### config.mk
export PLATFORM = sky130hd
export DESIGN_NAME = pipe_sequencer
export DESIGN_NICKNAME = d
export VERILOG_FILES = /design/src/rtl/pipe_pkg.sv /design/src/rtl/hazard_detect.sv /design/src/rtl/pipe_sequencer.sv
export SDC_FILE = /design/constraint.sdc
export NUM_CORES = 1
export LEC_CHECK = 0
export CAP_MARGIN = 20
export CORE_UTILIZATION = 45
export DETAILED_ROUTE_END_ITERATION = 8
export HOLD_SLACK_MARGIN = 0.08
export PLACE_DENSITY = 0.71
export SYNTH_ARGS = -nofsm -noshare
export SYNTH_HDL_FRONTEND = slang
export SYNTH_SLANG_ARGS = --single-unit
### constraint.sdc
create_clock -name clk -period 2 [get_ports clk]
set_input_delay 0.4 -clock clk [delete_from_list [all_inputs] [get_ports clk]]
set_output_delay 0.4 -clock clk [all_outputs]
set_load 0.03 [all_outputs]
### src/rtl/pipe_pkg.sv
// Shared types and constants for the 3-stage pipeline sequencer.
package pipe_pkg;

  typedef enum logic [1:0] {
    RUN      = 2'd0,
    MEM_WAIT = 2'd1,
    FLUSH    = 2'd2,
    ERR      = 2'd3
  } pseq_state_t;

  localparam logic FWD_RF = 1'b0;
  localparam logic FWD_MW = 1'b1;

  localparam int REG_AW = 5;

endpackage

### src/rtl/hazard_detect.sv
// RAW hazard compare between the DE source registers and the MW destination.
module hazard_detect
  import pipe_pkg::*;
(
  input  logic              i_valid_de,
  input  logic              i_rf_en_mw,
  input  logic [REG_AW-1:0] i_rd_mw,
  input  logic [REG_AW-1:0] i_rs1_de,
  input  logic [REG_AW-1:0] i_rs2_de,
  output logic              o_hit_a,
  output logic              o_hit_b
);

  logic w_mw_writes;

  // x0 is hard-wired to zero, so a write to it never creates a hazard
  assign w_mw_writes = i_rf_en_mw & (i_rd_mw != '0) & i_valid_de;
  assign o_hit_a     = w_mw_writes & (i_rd_mw == i_rs1_de);
  assign o_hit_b     = w_mw_writes & (i_rd_mw == i_rs2_de);

endmodule

### src/rtl/pipe_sequencer.sv
// Stall/flush/bubble/forwarding sequencer for the IF-DE-MW core.
// Build option: define PIPE_SEQ_FWD_EN to forward MW results instead of stalling.
module pipe_sequencer
  import pipe_pkg::*;
#(
  parameter int FLUSH_CYC   = 1,
  parameter int TIMEOUT_CYC = 255
) (
  input  logic              clk,
  input  logic              rst,
  input  logic              valid_de,
  input  logic              sel_pc_de,
  input  logic [REG_AW-1:0] rs1_de,
  input  logic [REG_AW-1:0] rs2_de,
  input  logic [REG_AW-1:0] rd_mw,
  input  logic              rf_en_mw,
  input  logic              mem_req_mw,
  input  logic              dmem_ack,
  output logic              stall_if,
  output logic              stall_de,
  output logic              flush_de,
  output logic              bubble_mw,
  output logic              stall_mw,
  output logic              dmem_req,
  output logic              fwd_a,
  output logic              fwd_b,
  output logic              timeout_err
);

  localparam logic [15:0] TO_LAST = 16'(TIMEOUT_CYC - 1);
  localparam logic [1:0]  FL_REM  = 2'(FLUSH_CYC - 1);

  pseq_state_t r_state;
  logic [15:0] r_wait_cnt;
  logic [1:0]  r_flush_rem;
  logic        r_flush_pend;

  logic w_hit_a, w_hit_b;
  logic w_jump, w_mem_stall, w_raw_stall, w_fwd_ok;

  hazard_detect u_hazard (
    .i_valid_de (valid_de),
    .i_rf_en_mw (rf_en_mw),
    .i_rd_mw    (rd_mw),
    .i_rs1_de   (rs1_de),
    .i_rs2_de   (rs2_de),
    .o_hit_a    (w_hit_a),
    .o_hit_b    (w_hit_b)
  );

  assign w_jump      = valid_de & sel_pc_de;
  assign w_mem_stall = mem_req_mw & ~dmem_ack;
  assign w_fwd_ok    = ~rst & ~stall_mw;

`ifdef PIPE_SEQ_FWD_EN
  assign w_raw_stall = 1'b0;
  assign fwd_a       = (w_fwd_ok & w_hit_a) ? FWD_MW : FWD_RF;
  assign fwd_b       = (w_fwd_ok & w_hit_b) ? FWD_MW : FWD_RF;
`else
  assign w_raw_stall = w_hit_a | w_hit_b;
  assign fwd_a       = FWD_RF;
  assign fwd_b       = FWD_RF;
  logic w_unused_fwd_ok;
  assign w_unused_fwd_ok = w_fwd_ok;
`endif

  // Controls: combinational from state and inputs, priority ERR > mem > jump > RAW
  always_comb begin
    stall_if    = 1'b0;
    stall_de    = 1'b0;
    flush_de    = 1'b0;
    bubble_mw   = 1'b0;
    stall_mw    = 1'b0;
    dmem_req    = 1'b0;
    timeout_err = 1'b0;
    if (rst) begin
      flush_de  = 1'b1;
      bubble_mw = 1'b1;
    end else begin
      case (r_state)
        RUN: begin
          dmem_req = mem_req_mw;
          if (w_mem_stall) begin
            stall_if = 1'b1;
            stall_de = 1'b1;
            stall_mw = 1'b1;
          end else if (w_jump) begin
            flush_de = 1'b1;
          end else if (w_raw_stall) begin
            stall_if  = 1'b1;
            stall_de  = 1'b1;
            bubble_mw = 1'b1;
          end
        end
        MEM_WAIT: begin
          dmem_req = mem_req_mw;
          if (!dmem_ack) begin
            stall_if = 1'b1;
            stall_de = 1'b1;
            stall_mw = 1'b1;
          end else if (r_flush_pend || w_jump) begin
            flush_de = 1'b1;
          end
        end
        FLUSH: begin
          dmem_req = mem_req_mw;
          if (w_mem_stall) begin
            stall_if = 1'b1;
            stall_de = 1'b1;
            stall_mw = 1'b1;
          end else begin
            flush_de = 1'b1;
          end
        end
        ERR: begin
          stall_if    = 1'b1;
          stall_de    = 1'b1;
          stall_mw    = 1'b1;
          timeout_err = 1'b1;
        end
        default: ;
      endcase
    end
  end

  // r_flush_rem counts flush cycles still owed, including the current FLUSH cycle
  always_ff @(posedge clk) begin
    if (rst) begin
      r_state      <= RUN;
      r_wait_cnt   <= '0;
      r_flush_rem  <= '0;
      r_flush_pend <= 1'b0;
    end else begin
      case (r_state)
        RUN: begin
          if (w_mem_stall) begin
            r_wait_cnt <= 16'd1;
            r_state    <= (TO_LAST == 16'd0) ? ERR : MEM_WAIT;
          end else if (w_jump && FLUSH_CYC > 1) begin
            r_flush_rem <= FL_REM;
            r_state     <= FLUSH;
          end
        end
        MEM_WAIT: begin
          if (dmem_ack) begin
            r_wait_cnt <= '0;
            if (r_flush_pend) begin
              r_flush_pend <= 1'b0;
              if (r_flush_rem == 2'd1) begin
                r_flush_rem <= '0;
                r_state     <= RUN;
              end else begin
                r_flush_rem <= r_flush_rem - 2'd1;
                r_state     <= FLUSH;
              end
            end else if (w_jump && FLUSH_CYC > 1) begin
              r_flush_rem <= FL_REM;
              r_state     <= FLUSH;
            end else begin
              r_state <= RUN;
            end
          end else if (r_wait_cnt == TO_LAST) begin
            r_state <= ERR;
          end else begin
            r_wait_cnt <= r_wait_cnt + 16'd1;
          end
        end
        FLUSH: begin
          if (w_mem_stall) begin
            r_flush_pend <= 1'b1;
            r_wait_cnt   <= 16'd1;
            r_state      <= (TO_LAST == 16'd0) ? ERR : MEM_WAIT;
          end else if (r_flush_rem == 2'd1) begin
            r_flush_rem <= '0;
            r_state     <= RUN;
          end else begin
            r_flush_rem <= r_flush_rem - 2'd1;
          end
        end
        ERR: r_state <= ERR;
        default: r_state <= RUN;
      endcase
    end
  end

endmodule

==> flow_summary_export.csv <==
group,metric,value,unit
logic_synthesis,synth-edff-count,0,
logic_synthesis,synth_top_area_share,27.63,%
power,powerDensity,388.0,mW/mm^2
layout,final_cell_mix,"34 x buf_4, 19 x dfxtp_1, 17 x nor2_1, 14 x o21ai_0",
setup_path,end_kind,"primary output",
floorplanning,core,0.003128,sq mm
placed_design,dp_hpwl,3.172,mm
floorplanning,initial_core_util,48.64,%
outcome,status,"completed",
clock_tree,clock_latency,0.30,ns
layout,area_growth,41.28,%
grt,grt_pass1_wl,6.617,mm
timing,final.setup_skew,0.003286,ns
timing,hold_viol,0,
logic_synthesis,ys_types,52,
routing,drtAntennaViolNets,0,
floorplanning,dieHeight,60.15,um
layout,instances_no_fill,292,
logic_synthesis,ys.flop_type,"dfxtp_1",
power,power.leakage,0.8980,nW
logic_synthesis,yosys.area.top_type,"dfxtp_1",
timing,fmax,520.4,MHz
layout,antenna_cells,0,
logic_synthesis,synth_area_leaders,"dfxtp_1 28%, xor2_1 5.8%, a21oi_1 4.6%",
layout,multiInputGateArea,0.001100,sq mm
logic_synthesis,synthCells,194,
floorplanning,rows,20,
routing,drtIter0Drc,110,
routing,wl_per_cell,14.37,um
clock_tree,clk_pin_slew,0.12,ns
layout,fillers,252,
timing,final-max-slew-violation-count,0,
logic_synthesis,synth_area_per_cell,7.843,sq um
routing,via_per_inst,5.733,
layout,nNetsFinal,274,
grt,grt-ovfl-total,0,
layout,drive_gt1_share,25.00,%
clock_tree,numClockSinks,21,
timing,setup_viol,0,
layout,postLayoutCellArea,0.002150,sq mm
setup_path,cp.arrival,1.52,ns
timing,min_period_over_period,96.07,%
setup_path,path_class,"primary input to primary output",
timing,rsz0062_at_grt,"false",
clock_tree,cts-root-buf,"clkbuf_4",
clock_tree,cts_made_buffers,3,
clock_tree,clock_path_buffers,2,
logic_synthesis,ys_ff_latch,21,
grt,grt_use_total,24.13,%
clock_tree,cts_tree,"done",
placed_design,post-place-cells,286,
routing,drt_first_pass_iters,4,
routing,wl,4.197,mm
placed_design,post-place-ws,-0.1692,ns
placed_design,place_area,0.002019,sq mm
layout,seqCellArea,422.9,sq um
logic_synthesis,synth_warnings,0,
clock_tree,cts.htree.levels,1,
setup_path,critical_path_peak_fanout,3,
grt,grt_max_degree,13,
placed_design,io_buffer_count,28,
placed_design,gp_congestion,0.8708,
logic_synthesis,async_flop_share,0,%
run,drv_cap,0,
power,peakVddDrop,305.6,uV
layout,final_common_cell,"buf_4",
routing,drc_errors,0,
logic_synthesis,synth-seq-area-share,27.63,%
timing,setup_slack,0.07856,ns
logic_synthesis,netlist_area,0.001521,sq mm
grt,grt_pass1_vias,1500,
floorplanning,dieArea,0.003617,sq mm
floorplanning,pin_count,31,
routing,via_count,1674,
setup_path,cp-start-kind,"primary input",
grt,grt_antenna_before_repair,0,
setup_path,crit_required,1.60,ns
worst_hold_path,min_path_type,"flip-flop to flip-flop",
floorplanning,die_w,60.15,um
timing,fin_crit,1.921,ns
power,total_power,0.8339,mW
## cell families (layout without fill, tap and decap cells)
kind of cell	after synthesis	after routing	share of synthesized area (%)
compound gates	53	53	22.95
xor+xnor	10	10	5.756
fa+ha+maj	3	3	2.467
buf+inv	14	67	4.769
flops	21	21	27.63
mux	3	3	2.056
other cells	1	2	0.2465
simple gates	89	89	34.13
## worst paths after layout
check                           slack, ns  cells past startpoint           start        endpoint
worst max-delay path                 0.08                      6        rd_mw[4]        stall_de
worst min-delay path                 0.51                      2  r_flush_rem[1]  r_flush_rem[1]
worst max register to register       0.16                      7   r_wait_cnt[0]   r_wait_cnt[2]
worst min register to register       0.51                      2  r_flush_rem[1]  r_flush_rem[1]
## what timing repair did
action,4_1_cts,5_1_grt
pin swaps,8,8
setup buffers,0,2
gates resized for setup,21,17
hold buffers,0,0
setup endpoints to repair,5,7
endpoints found under the hold margin,0,0
## Yosys cell counts (2+ instances only)
cell type / number
nor2_1: 18
buf_4: 3
nor3_1: 11
o22a_1: 5
and2_1: 3
nand2b_1: 4
a41oi_1: 2
ha_1: 3
o21ai_0: 14
nand3_1: 6
or3_1: 2
clkbuf_1: 5
a21oi_1: 14
and4_1: 2
nor4_1: 3
mux2i_1: 2
inv_1: 4
nor3b_1: 7
nand4_1: 7
xor2_1: 10
a311oi_1: 2
nor2b_1: 8
o31ai_1: 2
or2_2: 2
nand2_1: 8
dfxtp_1: 21
## layout make-up
type                       count  area share, %
clock buffer                   4          1.222
inverter                       4         0.6985
multi-input combinational    160          51.16
sequential                    21          19.67
tap                           44          2.561
timing repair buffer          59          24.68
## metrics by stage
stage / TNS, ns / utilization (%) / hold WS, ns
floorplan: 0 / - / 0.4604
global placement: -0.7722 / 64.56 / 0.4744
detailed placement: -0.9433 / 64.56 / 0.4830
CTS: 0 / 66.24 / 0.5120
global route: 0 / 68.72 / 0.5301
finish: 0 / 68.72 / 0.5056
## flip-flops by register name (all words and copies together), names as in the netlist
name          flops
r_wait_cnt       16
r_flush_rem       2
r_flush_pend      1
r_state           2
## worst max-delay path, stage by stage
cell and delay, ns:
dlygate4sd2_1 0.28, xor2_1 0.18, nor3_2 0.21, a22oi_2 0.10, a21oi_2 0.20, buf_6 0.15
## per-layer routing
| metal | GRT usage [%] | vias to the layer above | part of all wire, % |
|---|---|---|---|
| met4 | 8.970 | 0 | 0.95 |
| met2 | 37.99 | 36 | 49 |
| li1 | - | 834 | - |
| met3 | 2.597 | 4 | 3.3 |
| met1 | 33.60 | 800 | 47 |
| met5 | 0 | - | 0 |
## report_power, final
group          switching, mW  internal [mW]
logic                  0.101          0.101
clock network          0.127         0.0777
registers            0.00511          0.422
total                  0.233          0.601
No activity file was read; power rests on OpenSTA's default activity.
==> edit 1, RTL diff (config.mk and constraints unchanged) <==
Reset style: asynchronous (`rst`), changed in one clocked block.
--- a/src/rtl/pipe_sequencer.sv
+++ b/src/rtl/pipe_sequencer.sv
@@ -124,7 +124,7 @@
   end
 
   // r_flush_rem counts flush cycles still owed, including the current FLUSH cycle
-  always_ff @(posedge clk) begin
+  always_ff @(posedge clk or posedge rst) begin
     if (rst) begin
       r_state      <= RUN;
       r_wait_cnt   <= '0;
Check against the original RTL: same outputs for any inputs over 10 cycles, from zero or initial values and one cycle with rst high; that may be too few to reach the edited logic, so the function may still have changed.
==> edit 1 against the unedited design <==
The run now ends with negative setup slack left; sequential share of layout area grew 3.2 points; wire length grew 6.1%; count of clock-buffer cells in the layout is the same; register-to-register slack lost 0.08 ns; worst setup slack lost 0.24 ns; area after synthesis shrank 1.7%; non-clock buffer count grew 16; cell area grew 7.2%; sequential cell count is the same.
Power is not compared: it rests on default switching activity, and its combinational part moved more than twofold at a synthesized area within 25%.
==> edit 1: results (changes against the unedited design) <==
| Metric | Value |
|---|---|
| Commonest cells in the netlist | dfrtp_1, nand2_1, nor2_1, nor3_1, xor2_1 (was dfxtp_1, nor2_1, a21oi_1, o21ai_0, nor3_1) |
| Worst Hold Slack | 0.2498 ns (was 0.5056 ns) |
| Adder-cell share of the synthesized area | 0.02510 (was 0.02467) |
| CP arrival | 1.76 ns (was 1.52 ns) |
| Share of layout cells above drive strength 1 | 0.3374 (was 0.2500) |
| Clock network power | 0.207 mW |
| Failing checks | negative setup slack |
| R2R Setup Slk | 0.08 ns (was 0.16 ns) |
| Type of the worst min-delay path | in2async (was reg2reg) |
| R2r endpoint | r_wait_cnt[11] (was r_wait_cnt[2]) |
| Post-placement cell area | 0.002097 sq mm (was 0.002019 sq mm) |
| Leak Pwr | 1.119 nW |
| Root Buffer | clkbuf_4 (unchanged) |
| First-pass GRT wire length | 7.003 mm (was 6.617 mm) |
| Register area share after synthesis | 0.3515 (was 0.2763) |
| Vias in the first global route | 1590 (was 1500) |
| Filler Cells Inserted | 242 (was 252) |
| Vias/cell | 5.493 (was 5.733) |
| IO buf count | 28 (unchanged) |
| Setup TNS | -0.4215 ns (was 0 ns) |
| Worst reg2reg startpoint | r_state[0] (was r_wait_cnt[0]) |
| Met1 Use GR | 0.3109 (was 0.3360) |
| PnR worst setup slack | -0.1636 ns (was 0.07856 ns) |
| Clk Latency, worst-skew pair | 0.31 ns |
| Global routing usage on met2 | 0.4952 (was 0.3799) |
| Ys async rst share | 1.000 (was 0) |
| GR Layer Usage met3 | 0.04148 (was 0.02597) |
| Compound-cell area share of the yosys netlist | 0.2176 (was 0.2294) |
| Synth Flop Type | dfrtp_1 (was dfxtp_1) |
| Final Instance Count excl. Fillers | 290 (was 292) |
| XOR/XNOR share of the synthesized area | 0.06444 (was 0.05757) |
| Total GRT Usage | 0.2643 (was 0.2413) |
| Netlist cell types | 50 (was 52) |
| N_diodes | 0 (unchanged) |
| DP Wirelength | 3.271 mm (was 3.172 mm) |
| Register area | 526.8 sq um (was 422.9 sq um) |
| Pre-CTS WS | -0.9649 ns (was -0.1692 ns) |
| Worst Path Max Fanout | 2 (was 3) |
| Finish-stage setup viols | 4 (was 0) |
| Setup Skew | 0.003246 ns (was 0.003286 ns) |
| DP Cell Count | 279 (was 286) |
| Syn Area/Cell | 8.693 sq um (was 7.843 sq um) |
| Reg2reg path depth | 5 (was 7) |
| WL final | 4.451 mm (was 4.197 mm) |
| Register clock-pin slew on the reported worst setup and hold paths | 0.11 ns |
| Placer congestion estimate | 0.8431 (was 0.8708) |
| Outcome | finished, violations left (was complete, no violations) |
| Multiplexer share of the synthesized area | 0.03682 (was 0.02056) |
| Nets | 272 (was 274) |
| Largest net degree at the start of global routing | 23 (was 13) |
| Initial DRC count | 67 (was 110) |
-- edit 1: changes by cell type in the layout (fill, tap and decap cells not counted), moves of 5 or more --
| cell | unedited run | this run |
|---|---|---|
| nand2_1 | 8 | 13 |
| buf_4 | 34 | 45 |
| dfrtp_1 | 0 | 20 |
| nor2b_1 | 7 | 2 |
| dfxtp_1 | 19 | 0 |
| o21ai_0 | 14 | 7 |
| dlygate4sd2_1 | 11 | 6 |
| nor3b_1 | 7 | 1 |
| a21oi_1 | 11 | 4 |
| buf_6 | 3 | 9 |
-- edit 1: repair_timing --
item                                    in CTS  in global routing
pin swaps                                   11                 15
endpoints found under the setup margin      10                 18
setup buffers                                3                  3
hold buffers                                 0                  0
gates cloned                                 0                  1
resized for setup                           67                 19
-- edit 1: worst max path at each step --
stage	from	to	slack, ns
floorplan	rd_mw[0]	stall_if	-0.08
finish	rd_mw[4]	stall_if	-0.16
detailed placement	rd_mw[0]	stall_de	-0.96
global route	rd_mw[4]	stall_de	-0.19
global placement	rd_mw[0]	stall_if	-0.92
CTS	rd_mw[0]	stall_de	-0.18
-- edit 1: metal layers --
metal / up-vias / share of wire
met4: 0 / 0.017
met3: 7 / 0.050
li1: 780 / -
met2: 50 / 0.51
met5: - / 0
met1: 756 / 0.42
-- edit 1: worst max-delay path, cell delays in order --
cell	delay [ns]
buf_6	0.09
or4_1	0.52
o2111a_1	0.28
o31ai_2	0.25
a21oi_2	0.08
buf_6	0.15
-- edit 1: final cells by class --
type / count / share of cell area
Clock buffer: 4 / 0.01140
Multi-Input combinational cell: 139 / 0.4240
Tap cell: 44 / 0.02389
Sequential cell: 21 / 0.2286
Inverter: 7 / 0.01303
Timing Repair Buffer: 75 / 0.2991
==> edit 2, RTL diff (same flow settings) <==
Made on the original files. Set the package constant `REG_AW` to 6 (it was 5).
--- a/src/rtl/pipe_pkg.sv
+++ b/src/rtl/pipe_pkg.sv
@@ -11,7 +11,7 @@
   localparam logic FWD_RF = 1'b0;
   localparam logic FWD_MW = 1'b1;
 
-  localparam int REG_AW = 5;
+  localparam int REG_AW = 6;
 
 endpackage
 
Interface: changed (resized rd_mw, rs1_de and rs2_de); port bits go from 31 to 34. The function was not compared with the original's and may differ.
==> edit 2 against the unedited design <==
The flow now finishes with violations (negative setup slack); utilization is 1.1 points lower; worst setup slack lost 0.086 ns; combinational power is essentially flat; clock skew rose by 0.0051 ns; cell area decreased by 2.4%; final cell count shrank 1.7%; area after synthesis decreased by 1.3%; synthesized cell count is 1.5% lower; largest power group unchanged; wire length increased by 4.7%; power up 0.52%; sequential cell count unchanged; maximum frequency down 4.3%; sequential share of layout area is 0.49 points higher.
==> edit 2: results (changes against the unedited design) <==
| Metric | Value |
|---|---|
| Largest net degree at the start of global routing | 22 (was 13) |
| Register area share after synthesis | 0.2800 (was 0.2763) |
| Peak per-stage delay on the critical path | 0.61 ns (was 0.28 ns) |
| Post-placement cell area | 0.002022 sq mm (was 0.002019 sq mm) |
| Number of sequential cells | 21 (unchanged) |
| Outcome | finished, violations left (was complete, no violations) |
| GR Layer Usage met3 | 0.03896 (was 0.02597) |
| Failing checks | negative setup slack |
| Critical path type | reg2reg (was in2out) |
| Total GRT Usage | 0.2692 (was 0.2413) |
| Compound-cell area share of the yosys netlist | 0.2500 (was 0.2294) |
| Placer congestion estimate | 0.9623 (was 0.8708) |
| Fraction of area in multi-input gates | 0.5340 (was 0.5116) |
| Seq/total area | 0.2017 (was 0.1967) |
| Inverters | 3 (was 4) |
| R2r endpoint | r_wait_cnt[4] (was r_wait_cnt[2]) |
| Sequential Power Share | 0.507 (was 0.512) |
| Area contributors post-synth | dfxtp_1, xnor2_1, nor2_1 (was dfxtp_1, xor2_1, a21oi_1) |
| Reg2reg path depth | 5 (was 7) |
| Via count | 1682 (was 1674) |
| PnR worst setup slack | -0.006962 ns (was 0.07856 ns) |
| Clock buf/inv share | 0.01313 (was 0.01222) |
| Filler Cells Inserted | 278 (was 252) |
| Met1 Use GR | 0.3488 (was 0.3360) |
| Pre-CTS WS | -0.4566 ns (was -0.1692 ns) |
| Setup Skew | 0.008373 ns (was 0.003286 ns) |
| Multiplexer share of the synthesized area | 0.01333 (was 0.02056) |
| First-pass GRT wire length | 7.417 mm (was 6.617 mm) |
| Finish-stage setup viols | 1 (was 0) |
| Comb_multi_in | 156 (was 160) |
| Met3 wire length | 234 um (was 137 um) |
| P per Cell Area | 399.7 mW/mm^2 (was 388.0 mW/mm^2) |
| Commonest cells in the netlist | dfxtp_1, nor2_1, nand2_1, xnor2_1, a21oi_1 (was dfxtp_1, nor2_1, a21oi_1, o21ai_0, nor3_1) |
-- edit 2: how the worst min path moves through the flow --
stage	startpoint	to	slack [ns]	cells past startpoint
4_1_cts	r_wait_cnt[15]	r_wait_cnt[15]	0.49	1
3_3_place_gp	r_wait_cnt[15]	r_wait_cnt[15]	0.47	1
6_report	r_wait_cnt[15]	r_wait_cnt[15]	0.49	1
3_5_place_dp	r_wait_cnt[15]	r_wait_cnt[15]	0.47	1
2_1_floorplan	r_wait_cnt[15]	r_wait_cnt[15]	0.43	1
5_1_grt	r_wait_cnt[15]	r_wait_cnt[15]	0.54	1
-- edit 2: worst register-to-register path: stages (launching register included) --
cell and delay, ns:
dfxtp_2 0.34, or4_4 0.57, or4_4 0.61, nand2_4 0.11
o21ai_2 0.06, a221oi_2 0.23
-- edit 2: what timing repair did --
action,in CTS,in global routing
setup endpoints to repair,7,6
gates resized for setup,99,7
endpoints found under the hold margin,0,0
pin swaps,22,8
